## src/rtl/adxl362_int_ctrl.sv

```systemverilog
// Parametrised interrupt controller: sticky/level status sources and per-pin enable maps with polarity.
// Each pin also has a minimum-pulse stretcher. Optional lost-event flags are built when ADXL362_INT_OVERRUN_EN is defined.
module adxl362_int_ctrl #(
    parameter int NUM_SRC   = 7,
    parameter int NUM_INT   = 2,
    parameter int MIN_PULSE = 4,
    parameter int CNT_W     = 8
) (
    input  logic                         clk_16mhz,
    input  logic                         rst,
    input  logic [NUM_SRC-1:0]           src_set,
    input  logic [NUM_SRC-1:0]           src_level,
    input  logic [NUM_SRC-1:0]           src_clr,
    input  logic [NUM_SRC-1:0]           latch_mode,
    input  logic [NUM_INT*(NUM_SRC+1)-1:0] intmap,
    output logic [NUM_SRC-1:0]           status,
    output logic [NUM_INT-1:0]           int_out,
    output logic [NUM_INT-1:0]           int_edge,
    output logic [NUM_SRC-1:0]           overrun
);

    localparam int FW = NUM_SRC + 1;

    typedef enum logic [1:0] {
        IDLE    = 2'd0,
        STRETCH = 2'd1,
        HOLD    = 2'd2
    } pin_state_e;

    logic [NUM_SRC-1:0] status_r;
    logic [NUM_SRC-1:0] status_nxt_s;

    // Next status: sticky bits with set-over-clear priority, level bits follow their input.
    always_comb begin
        status_nxt_s = status_r;
        for (int i = 0; i < NUM_SRC; i++) begin
            if (latch_mode[i]) begin
                if (src_set[i]) begin
                    status_nxt_s[i] = 1'b1;
                end else if (src_clr[i]) begin
                    status_nxt_s[i] = 1'b0;
                end else begin
                    status_nxt_s[i] = status_r[i];
                end
            end else begin
                status_nxt_s[i] = src_level[i];
            end
        end
    end

    // Status register.
    always_ff @(posedge clk_16mhz or posedge rst) begin
        if (rst) begin
            status_r <= {NUM_SRC{1'b0}};
        end else begin
            status_r <= status_nxt_s;
        end
    end

    assign status = status_r;

`ifdef ADXL362_INT_OVERRUN_EN
    logic [NUM_SRC-1:0] overrun_r;
    logic [NUM_SRC-1:0] overrun_nxt_s;

    // A set on an already-pending sticky bit with no clear in the same cycle means an event was lost.
    always_comb begin
        overrun_nxt_s = overrun_r;
        for (int i = 0; i < NUM_SRC; i++) begin
            if (src_set[i] && latch_mode[i] && status_r[i] && !src_clr[i]) begin
                overrun_nxt_s[i] = 1'b1;
            end else if (src_clr[i]) begin
                overrun_nxt_s[i] = 1'b0;
            end else begin
                overrun_nxt_s[i] = overrun_r[i];
            end
        end
    end

    // Overrun flag register.
    always_ff @(posedge clk_16mhz or posedge rst) begin
        if (rst) begin
            overrun_r <= {NUM_SRC{1'b0}};
        end else begin
            overrun_r <= overrun_nxt_s;
        end
    end

    assign overrun = overrun_r;
`else
    assign overrun = {NUM_SRC{1'b0}};
`endif

    for (genvar k = 0; k < NUM_INT; k++) begin : g_pin
        pin_state_e         state_r;
        pin_state_e         next_state_s;
        logic [CNT_W-1:0]   cnt_r;
        logic [CNT_W-1:0]   cnt_nxt_s;
        logic               req_s;
        logic               int_low_s;
        logic               asserted_s;
        logic               edge_s;
        logic               out_r;
        logic               edge_r;

        assign req_s     = |(status_r & intmap[k*FW +: NUM_SRC]);
        assign int_low_s = intmap[k*FW + NUM_SRC];

        // Pin state and stretch counter register.
        always_ff @(posedge clk_16mhz or posedge rst) begin
            if (rst) begin
                state_r <= IDLE;
                cnt_r   <= {CNT_W{1'b0}};
            end else begin
                state_r <= next_state_s;
                cnt_r   <= cnt_nxt_s;
            end
        end

        // Next state: re-requests during STRETCH neither restart the counter nor re-enter IDLE.
        always_comb begin
            next_state_s = state_r;
            cnt_nxt_s    = cnt_r;
            case (state_r)
                IDLE: begin
                    if (req_s) begin
                        next_state_s = STRETCH;
                        cnt_nxt_s    = CNT_W'(1);
                    end else begin
                        next_state_s = IDLE;
                        cnt_nxt_s    = {CNT_W{1'b0}};
                    end
                end
                STRETCH: begin
                    if (cnt_r == CNT_W'(MIN_PULSE)) begin
                        next_state_s = req_s ? HOLD : IDLE;
                        cnt_nxt_s    = {CNT_W{1'b0}};
                    end else begin
                        next_state_s = STRETCH;
                        cnt_nxt_s    = cnt_r + CNT_W'(1);
                    end
                end
                HOLD: begin
                    if (req_s) begin
                        next_state_s = HOLD;
                    end else begin
                        next_state_s = IDLE;
                    end
                end
                default: begin
                    next_state_s = IDLE;
                    cnt_nxt_s    = {CNT_W{1'b0}};
                end
            endcase
        end

        // Outputs derive from the next state so the pin lands on the same edge as the transition.
        always_comb begin
            asserted_s = 1'b0;
            edge_s     = 1'b0;
            if (next_state_s != IDLE) begin
                asserted_s = 1'b1;
            end else begin
                asserted_s = 1'b0;
            end
            if ((state_r == IDLE) && (next_state_s == STRETCH)) begin
                edge_s = 1'b1;
            end else begin
                edge_s = 1'b0;
            end
        end

        // Pin output register with polarity applied.
        always_ff @(posedge clk_16mhz or posedge rst) begin
            if (rst) begin
                out_r  <= 1'b0;
                edge_r <= 1'b0;
            end else begin
                out_r  <= asserted_s ^ int_low_s;
                edge_r <= edge_s;
            end
        end

        assign int_out[k]  = out_r;
        assign int_edge[k] = edge_r;
    end

endmodule

```

## config.mk

```make
export PLATFORM = sky130hd
export DESIGN_NAME = adxl362_int_ctrl
export DESIGN_NICKNAME = d
export VERILOG_FILES = /design/src/rtl/adxl362_int_ctrl.sv
export SDC_FILE = /design/constraint.sdc
export NUM_CORES = 1
export LEC_CHECK = 0
export ABC_AREA = 1
export BUFFER_PORTS_ARGS = -buffer_cell sky130_fd_sc_hd__buf_2
export CORE_MARGIN = 4
export CORE_UTILIZATION = 35
export CTS_CLUSTER_SIZE = 14
export DETAILED_ROUTE_END_ITERATION = 8
export GPL_ROUTABILITY_DRIVEN = 0
export PLACE_DENSITY = 0.6
export SETUP_SLACK_MARGIN = 0.2
export SYNTH_ARGS = -nofsm -noshare
export SYNTH_HDL_FRONTEND = slang
export SYNTH_SLANG_ARGS = --single-unit
```

## constraint.sdc

```tcl
create_clock -name clk_16mhz -period 3.1 [get_ports clk_16mhz]
set_input_delay 0.93 -clock clk_16mhz [delete_from_list [all_inputs] [get_ports clk_16mhz]]
set_output_delay 0.93 -clock clk_16mhz [all_outputs]
set_load 0.005 [all_outputs]
```

==> metrics.txt, run 1 <==
fraction of layout cells with a size suffix above 1 0.248; highest metal layer with signal wires met4; Antenna Cells 0; unrepaired setup endpoints after global routing no; largest net degree at the start of global routing 32; Worst Skew 0.00547 ns; Buf+Inv Stages, Crit Path 1; fillers 486; Peak VDD IR 0.324 mV; register bit total from synthesis 31; Synth Warn # 0; crit path time final 1.78 ns; Slew Viols, Final 0; Post-CTS Resized 0; Crit path largest cell delay 0.42 ns; Final Hold Viols 0; maximum clock rate 563 MHz; CP max-delay cell dfrtp_1; setup violators final 0; DR DRC count 0; CP startpoint kind flip-flop; Hold Path End status[6]; global-route wire length before repair 6490 um; Die ar. 0.00634 sq mm; Req. time, crit path 2.17 ns; DIE WIDTH 79.7 um; Hold Path Class flip-flop to flip-flop; worst setup path class flip-flop to output port; final std cells w/o fill 369; hold path cells 2; Placed Cells 361; CP Capture Type output port; clk_lat worst skew 0.28 ns; min-delay src status[6]; Worst R2R End g_pin[0].out_r; Overall Power 0.00146 W; Post-Synthesis Cells 242; vias in the first global route 1552; Clock Path Buffers 2; top-level port count 64; H-tree Lvls 2; first drt pass iteration count 4; Root Buffer clkbuf_8; Iteration-0 DRC Markers 77; wire per inst 10.1 um; max-cap viol count 0; post-route ant nets 0; crit path DAT 0.85 ns; Routed met2 length 1520 um; mapped cell area 0.00180 sq mm; FF-to-FF Start g_pin[0].cnt_r[0]; total CTS buffers 5; Netlist cell types 25; nets@finish 351; CTS sink count 31; CTS Hold Buffers Added 0; LEAKAGE 1.24 nW; PwrDens 660 mW/mm^2; Crit Path Max Fanout 4; wirelength, routed 3720 um; core area 0.00485 sq mm; Setup crit start status[2]; # rows 25; Layout Area Growth over Synthesis 23.1%; syn_area_per_cell 7.42 sq um; status completed; Starting Density 0.371; Worst-path clk slew 0.07 ns; Placed Area 0.00211 sq mm; Setup TNS 0 ns; critical path, cell by cell buf_2; cell family contributing the most delay on the critical path flip-flops; CTS tree yes; register area share after synthesis 0.432; Port Buffers 56; HPWL after detailed placement 2930 um; via total after detailed routing 1605; M1 WL 1810 um; initial antenna violation count 0; post-CTS setup repair buffer count 0; die extent in y 79.7 um; GR Overflow Total 0; fin area 0.00221 sq mm; Vias/cell 4.35; met3 WL 312 um; final cycle utilization of the critical path 0.573; Total Routing Usage GR 0.130; cells on worst reg2reg path 9; FF-to-FF setup slack 1.71 ns; hold slack final 0.577 ns
[per-stage QoR]
stage / setup slack [ns] / utilization
CTS: 1.30 / 0.456
floorplan: 1.49 / -
global route: 1.26 / 0.456
finish: 1.32 / 0.456
global placement: 1.28 / 0.435
detailed placement: 1.27 / 0.435
[cell type report]
| class | count | area, sq um | area share |
|---|---|---|---|
| clock inverter | 1 | 7.51 | 0.00339 |
| tap | 67 | 83.8 | 0.0379 |
| sequential | 31 | 776 | 0.351 |
| clock buffer | 7 | 96.3 | 0.0436 |
| inverter | 48 | 180 | 0.0814 |
| multi-input combinational | 158 | 781 | 0.353 |
| timing repair buffer | 57 | 288 | 0.130 |
[layout by cell type, fill, tap and decap left out, types with 3 or more instances in the layout]
cell / netlist / final
conb_1: 1 / 7
inv_1: 45 / 45
o22ai_1: 6 / 6
xor2_1: 3 / 3
buf_2: 0 / 56
a21oi_1: 3 / 3
a31oi_1: 8 / 8
dfrtp_1: 31 / 31
nor2_1: 25 / 25
nand3_1: 13 / 13
nand2_1: 65 / 65
clkbuf_8: 0 / 7
inv_2: 3 / 3
o21ai_0: 7 / 7
ha_1: 4 / 4
[flip-flops by register name, indices dropped and copies added (netlist names)]
| signal | flops |
|---|---|
| g_pin.cnt_r | 16 |
| status | 7 |
| g_pin.state_r | 4 |
| g_pin.edge_r | 2 |
| g_pin.out_r | 2 |
[cell families after synthesis]
kind of cell             Yosys count  share of synthesized area
XOR/XNOR                           5                     0.0244
flip-flops                        31                      0.432
other                              1                    0.00209
AND/OR/NAND/NOR                  112                      0.262
AO/OA/AOI/OAI                     30                      0.106
adder cells (fa/ha/maj)            4                     0.0279
buffers and inverters             59                      0.146
[per-layer routing]
layer	vias up	global-route usage
li1	858	-
met1	682	0.168
met2	61	0.197
met3	4	0.0395
met4	0	0.0619
met5	-	0
[cell usage after synthesis]
| cell type | instances | area share |
|---|---|---|
| a21oi_1 | 3 | 0.0084 |
| o21ai_0 | 7 | 0.019 |
| a21oi_4 | 1 | 0.0091 |
| nand2_1 | 65 | 0.14 |
| inv_2 | 3 | 0.0063 |
| nand3_1 | 13 | 0.036 |
| o211ai_1 | 2 | 0.0084 |
| o21ai_1 | 1 | 0.0028 |
| nand3_2 | 1 | 0.0056 |
| nor3_1 | 2 | 0.0056 |
| a31oi_1 | 8 | 0.028 |
| conb_1 | 1 | 0.0021 |
| a21oi_2 | 1 | 0.0049 |
| o22ai_1 | 6 | 0.021 |
| buf_4 | 11 | 0.046 |
| nor2_4 | 2 | 0.013 |
| nor2_2 | 2 | 0.0070 |
| a22oi_1 | 1 | 0.0042 |
| nor2_1 | 25 | 0.052 |
| ha_1 | 4 | 0.028 |
| inv_1 | 45 | 0.094 |
| nand4_1 | 2 | 0.0070 |
| dfrtp_1 | 31 | 0.43 |
| xor2_1 | 3 | 0.015 |
| xnor2_1 | 2 | 0.0098 |
[how the worst max path moves through the flow]
stage	end	slack (ns)	depth (start not counted)
2_1_floorplan	g_pin[1].out_r	1.49	8
3_3_place_gp	g_pin[0].out_r	1.28	9
3_5_place_dp	g_pin[0].out_r	1.27	9
4_1_cts	status[2]	1.30	1
5_1_grt	status[2]	1.26	1
6_report	status[2]	1.32	1
[power by group]
part	internal [W]	total, W	switching (W)
Sequential	0.000504	0.000583	0.0000784
Clock	0.000202	0.000360	0.000158
Combinational	0.000211	0.000517	0.000306
Total	0.000917	0.00146	0.000542
Power figures use the tool's default switching activity.
==> run 2, diff against run 1 <==
- clock period: 3.1 -> 1.7 ns (I/O delays scaled with it)
==> run 2 against run 1 <==
Against the previous run:
- sequential share of layout area about the same
- global-route usage up 0.34 points
- power is 83% higher
- clock skew is 0.0028 ns lower
- design area grew 0.11%
- non-clock buffer count unchanged
- die area did not move
- critical path depth increased by 8
- worst hold slack lost 0.29 ns
- flip-flop and latch count unchanged
- count of clock-buffer cells in the layout unchanged
- via count up 2.0%
- critical path type is now flip-flop to flip-flop
- critical endpoint is now g_pin[0].out_r
- highest routed layer unchanged
==> metrics.txt, run 2 (synthesis gave the netlist of run 1 again) <==
highest metal layer with signal wires met4; CTS tree yes; core area 0.00485 sq mm; vias in the first global route 1560; global-route wire length before repair 6630 um; # rows 25; sw frac 0.373; FF-to-FF Start g_pin[0].cnt_r[0]; commonest non-fill, non-tap cells in the layout 65 x nand2_1, 56 x buf_2, 44 x inv_1; wirelength, routed 3780 um; DR DRC count 0; Total Routing Usage GR 0.134; crit path DAT 1.54 ns; crit path time final 1.37 ns; max FFs per register 16; Clock Path Buffers 2; Antenna Cells 0; die extent in y 79.7 um; DIE WIDTH 79.7 um; Setup TNS 0 ns; Root Buffer clkbuf_8; Port Buffers 56; worst setup path class flip-flop to flip-flop; HPWL after detailed placement 3000 um; post-route ant nets 0; CTS sink count 31; Net Sw Power 0.000996 W; top-level port count 64; LEAKAGE 1.24 nW; CP Capture Type flip-flop; Die ar. 0.00634 sq mm; clk_lat worst skew 0.28 ns; via total after detailed routing 1637; Worst Skew 0.00266 ns; CTS Hold Buffers Added 0; Iteration-0 DRC Markers 75; fin area 0.00221 sq mm; Placed Area 0.00211 sq mm; CP startpoint kind flip-flop; Layout Area Growth over Synthesis 23.3%; initial antenna violation count 0; Combinational Power Share 0.354; Final Hold Viols 0; met3 WL 277 um; max-cap viol count 0; final std cells w/o fill 369; Overall Power 0.00267 W; status completed; area of the multi-input gates 783 sq um; setup violators final 0; H-tree Lvls 2; Crit Path Max Fanout 5; Routed met2 length 1620 um; fillers 514; Hold Path Class input port to async pin; Peak VDD IR 0.442 mV; nets@finish 351; Clk network pwr share 0.247; post-CTS setup repair buffer count 0; Starting Density 0.371; maximum clock rate 731 MHz; commonest non-fill, non-tap cell in the layout nand2_1; Placed Cells 361; total CTS buffers 5; Setup crit start g_pin[0].cnt_r[0]; Worst-path clk slew 0.07 ns; final cycle utilization of the critical path 0.805; Flop pwr share 0.399; fraction of layout cells with a size suffix above 1 0.255; GR Overflow Total 0; largest net degree at the start of global routing 32; Slew Viols, Final 0; largest reg by FF count g_pin.cnt_r; Int Pwr 0.00167 W; PwrDens 1210 mW/mm^2; register cell area after layout 776 sq um; Req. time, crit path 1.88 ns; wire per inst 10.2 um; M1 WL 1800 um; first drt pass iteration count 4; unrepaired setup endpoints after global routing no; Vias/cell 4.44
[run 2: cell counts in the layout (fill, tap and decap cells not counted)]
No cell type changed its count.
[run 2: path summary, 6_finish.rpt]
check	end	slack, ns	cells after the start
min	status[3]	0.29	3
max	g_pin[0].out_r	0.33	9
max reg2reg	g_pin[0].out_r	0.33	9
min in group clk_16mhz	status[2]	0.42	2
min reg2reg	status[4]	0.58	2
max in group asynchronous	g_pin[0].cnt_r[5]	1.12	3
[run 2: area by class of cell]
type,count,share of cell area
clock inverters,1,0.00339
flip-flops and latches,31,0.350
repair buffers,57,0.130
multi-input cells,158,0.354
clock buffers,7,0.0435
inverters,48,0.0814
well taps,67,0.0379
[run 2: per-stage QoR]
| stage | hold WS, ns | setup WS [ns] | utilization |
|---|---|---|---|
| 2_1_floorplan | 0.527 | 0.425 | - |
| 3_3_place_gp | 0.565 | 0.300 | 0.435 |
| 3_5_place_dp | 0.564 | 0.286 | 0.435 |
| 4_1_cts | 0.303 | 0.297 | 0.456 |
| 5_1_grt | 0.324 | 0.213 | 0.457 |
| 6_report | 0.289 | 0.332 | 0.457 |
[run 2: repair_timing]
| item | CTS | global route |
|---|---|---|
| gates resized for setup | 0 | 2 |
| hold endpoints to repair | 0 | 0 |
| endpoints found under the setup margin | 0 | 2 |
[run 2: critical path: stages (launching register included)]
cell,delay [ns]
dfrtp_1,0.41
inv_2,0.08
ha_1,0.17
nand3_1,0.10
nor2_2,0.13
nor2_2,0.07
a21oi_2,0.15
nand2_1,0.06
nand2_1,0.06
nand2_1,0.04
[run 2: layer usage]
| metal | vias up | global-route usage |
|---|---|---|
| li1 | 854 | - |
| met1 | 715 | 0.165 |
| met2 | 60 | 0.210 |
| met3 | 8 | 0.0372 |
| met4 | 0 | 0.0722 |
| met5 | - | 0 |
[run 2: power groups by stage]
stage | Clock [W] | Sequential (W) | Combinational, W
final | 0.000659 | 0.00107 | 0.000945
after global routing | 0.000706 | 0.00109 | 0.00109
after CTS | 0.000676 | 0.00106 | 0.000959
after detailed placement | 0 | 0.00108 | 0.000955
after global placement | 0 | 0.00108 | 0.000939
after floorplan | 0 | 0.00105 | 0.000777
==> run 3, diff against run 2 <==
- PLACE_DENSITY: 0.6 -> 0.62
- clock period: 1.7 -> 1.25 ns (I/O delays scaled with it)
==> run 3 against run 2 <==
Against the previous run:
- utilization grew 10 points
- register-to-register slack lost 0.37 ns
- final cell count grew 8.4%
- global-route usage grew 0.70 points
- largest power group is now combinational cells
- clock skew grew 0.0046 ns
- sequential share of layout area shrank 6.3 points
- the flow now finishes with violations (negative setup slack)
- combinational power grew to 2.6 times the previous value
- design area grew 22%
- highest routed layer unchanged
- count of clock-buffer cells in the layout is the same
==> metrics.txt, run 3 (synthesis gave the netlist of run 1 again) <==
core area 0.00485 sq mm; final cycle utilization of the critical path 1.03; setup violators final 3; Layout Area Growth over Synthesis 50.3%; Overall Power 0.00479 W; CTS sink count 31; Worst Skew 0.00731 ns; unrepaired setup endpoints after global routing yes; nets@finish 382; largest reg by FF count g_pin.cnt_r; Antenna Cells 0; final std cells w/o fill 400; CP Capture Type flip-flop; crit path DAT 1.47 ns; total CTS buffers 5; Total Routing Usage GR 0.141; Setup crit start g_pin[0].cnt_r[3]; LEAKAGE 1.41 nW; GR Overflow Total 0; dpl ws -0.0469 ns; Setup TNS -0.0910 ns; commonest non-fill, non-tap cells in the layout 56 x buf_2, 51 x nand2_1, 38 x inv_1; top-level port count 64; Final Hold Viols 0; Placed Cells 377; fillers 445; max-cap viol count 0; wirelength, routed 4240 um; Hold Path Class input port to async pin; violated checks negative setup slack; crit path time final 1.29 ns; maximum clock rate 775 MHz; largest net degree at the start of global routing 32; FF-to-FF Start g_pin[0].cnt_r[3]; Starting Density 0.371; HPWL after detailed placement 3050 um; hold slack final 0.113 ns; post-route ant nets 0; Worst-path clk slew 0.07 ns; first drt pass iteration count 4; CTS tree yes; DIE WIDTH 79.7 um; DR DRC count 0; commonest non-fill, non-tap cell in the layout buf_2; wire per inst 10.6 um; Vias/cell 4.37; fraction of layout cells with a size suffix above 1 0.444; initial antenna violation count 0; CTS Hold Buffers Added 0; Req. time, crit path 1.43 ns; Final WS setup -0.0397 ns; vias in the first global route 1638; Crit Path Max Fanout 4; Die ar. 0.00634 sq mm; clk_lat worst skew 0.29 ns; PwrDens 1770 mW/mm^2; CP startpoint kind flip-flop; via total after detailed routing 1749; Root Buffer clkbuf_8; Iteration-0 DRC Markers 128; global-route wire length before repair 6970 um; worst setup path class flip-flop to flip-flop; Clock Path Buffers 2; Peak VDD IR 0.728 mV; die extent in y 79.7 um; Port Buffers 56; status finished with violations; Slew Viols, Final 0; max FFs per register 16; H-tree Lvls 2; # rows 25
==> run 3: path summary, 6_finish.rpt <==
kind | slack, ns | end | depth (start not counted)
hold reg to reg | 0.58 | status[0] | 2
setup reg to reg | -0.04 | g_pin[0].out_r | 8
min in group clk_16mhz | 0.29 | status[1] | 2
setup / recovery | -0.04 | g_pin[0].out_r | 8
hold / removal | 0.11 | g_pin[0].cnt_r[0] | 3
max in group asynchronous | 0.96 | g_pin[0].cnt_r[3] | 3
==> run 3: metal layers <==
metal  up-vias  track usage  share of wire
li1        919            -              -
met1       770        0.177           0.44
met4         0       0.0619          0.019
met2        55        0.225           0.48
met3         5       0.0361          0.061
met5         -            0              0
==> run 3: cell type report <==
class                           count  area (sq um)  share of cell area
Tap cell                           67          83.8              0.0310
Multi-Input combinational cell    158           991               0.367
Sequential cell                    31           777               0.288
Timing Repair Buffer               88           559               0.207
Clock buffer                        7          96.3              0.0357
Inverter                           48           185              0.0686
Clock inverter                      1          7.51             0.00278
==> run 3: per-stage QoR <==
stage	instance area (sq um)	utilization
3_5_place_dp	2270	0.468
6_report	2700	0.557
3_3_place_gp	2270	0.468
4_1_cts	2510	0.517
2_1_floorplan	1850	-
5_1_grt	2700	0.557
==> run 3: power breakdown <==
part	total, W	internal (W)	switching, W
Clock	0.000893	0.000501	0.000392
Combinational	0.00244	0.00122	0.00122
Sequential	0.00146	0.00125	0.000205
==> run 3: critical path, cell delays in order (launching register included) <==
cell and delay (ns):
dfrtp_1 0.44, inv_2 0.16, nand2_1 0.09, nor2_1 0.10, nand3_1 0.08, nand2_1 0.10
nand2_2 0.08, nand3_2 0.08, nand2_1 0.05
==> run 3: timing repair <==
item / in CTS / in global routing
gates resized for setup: 23 / 37
setup buffers: 8 / 7
pin swaps: 14 / 16
endpoints found under the setup margin: 34 / 35
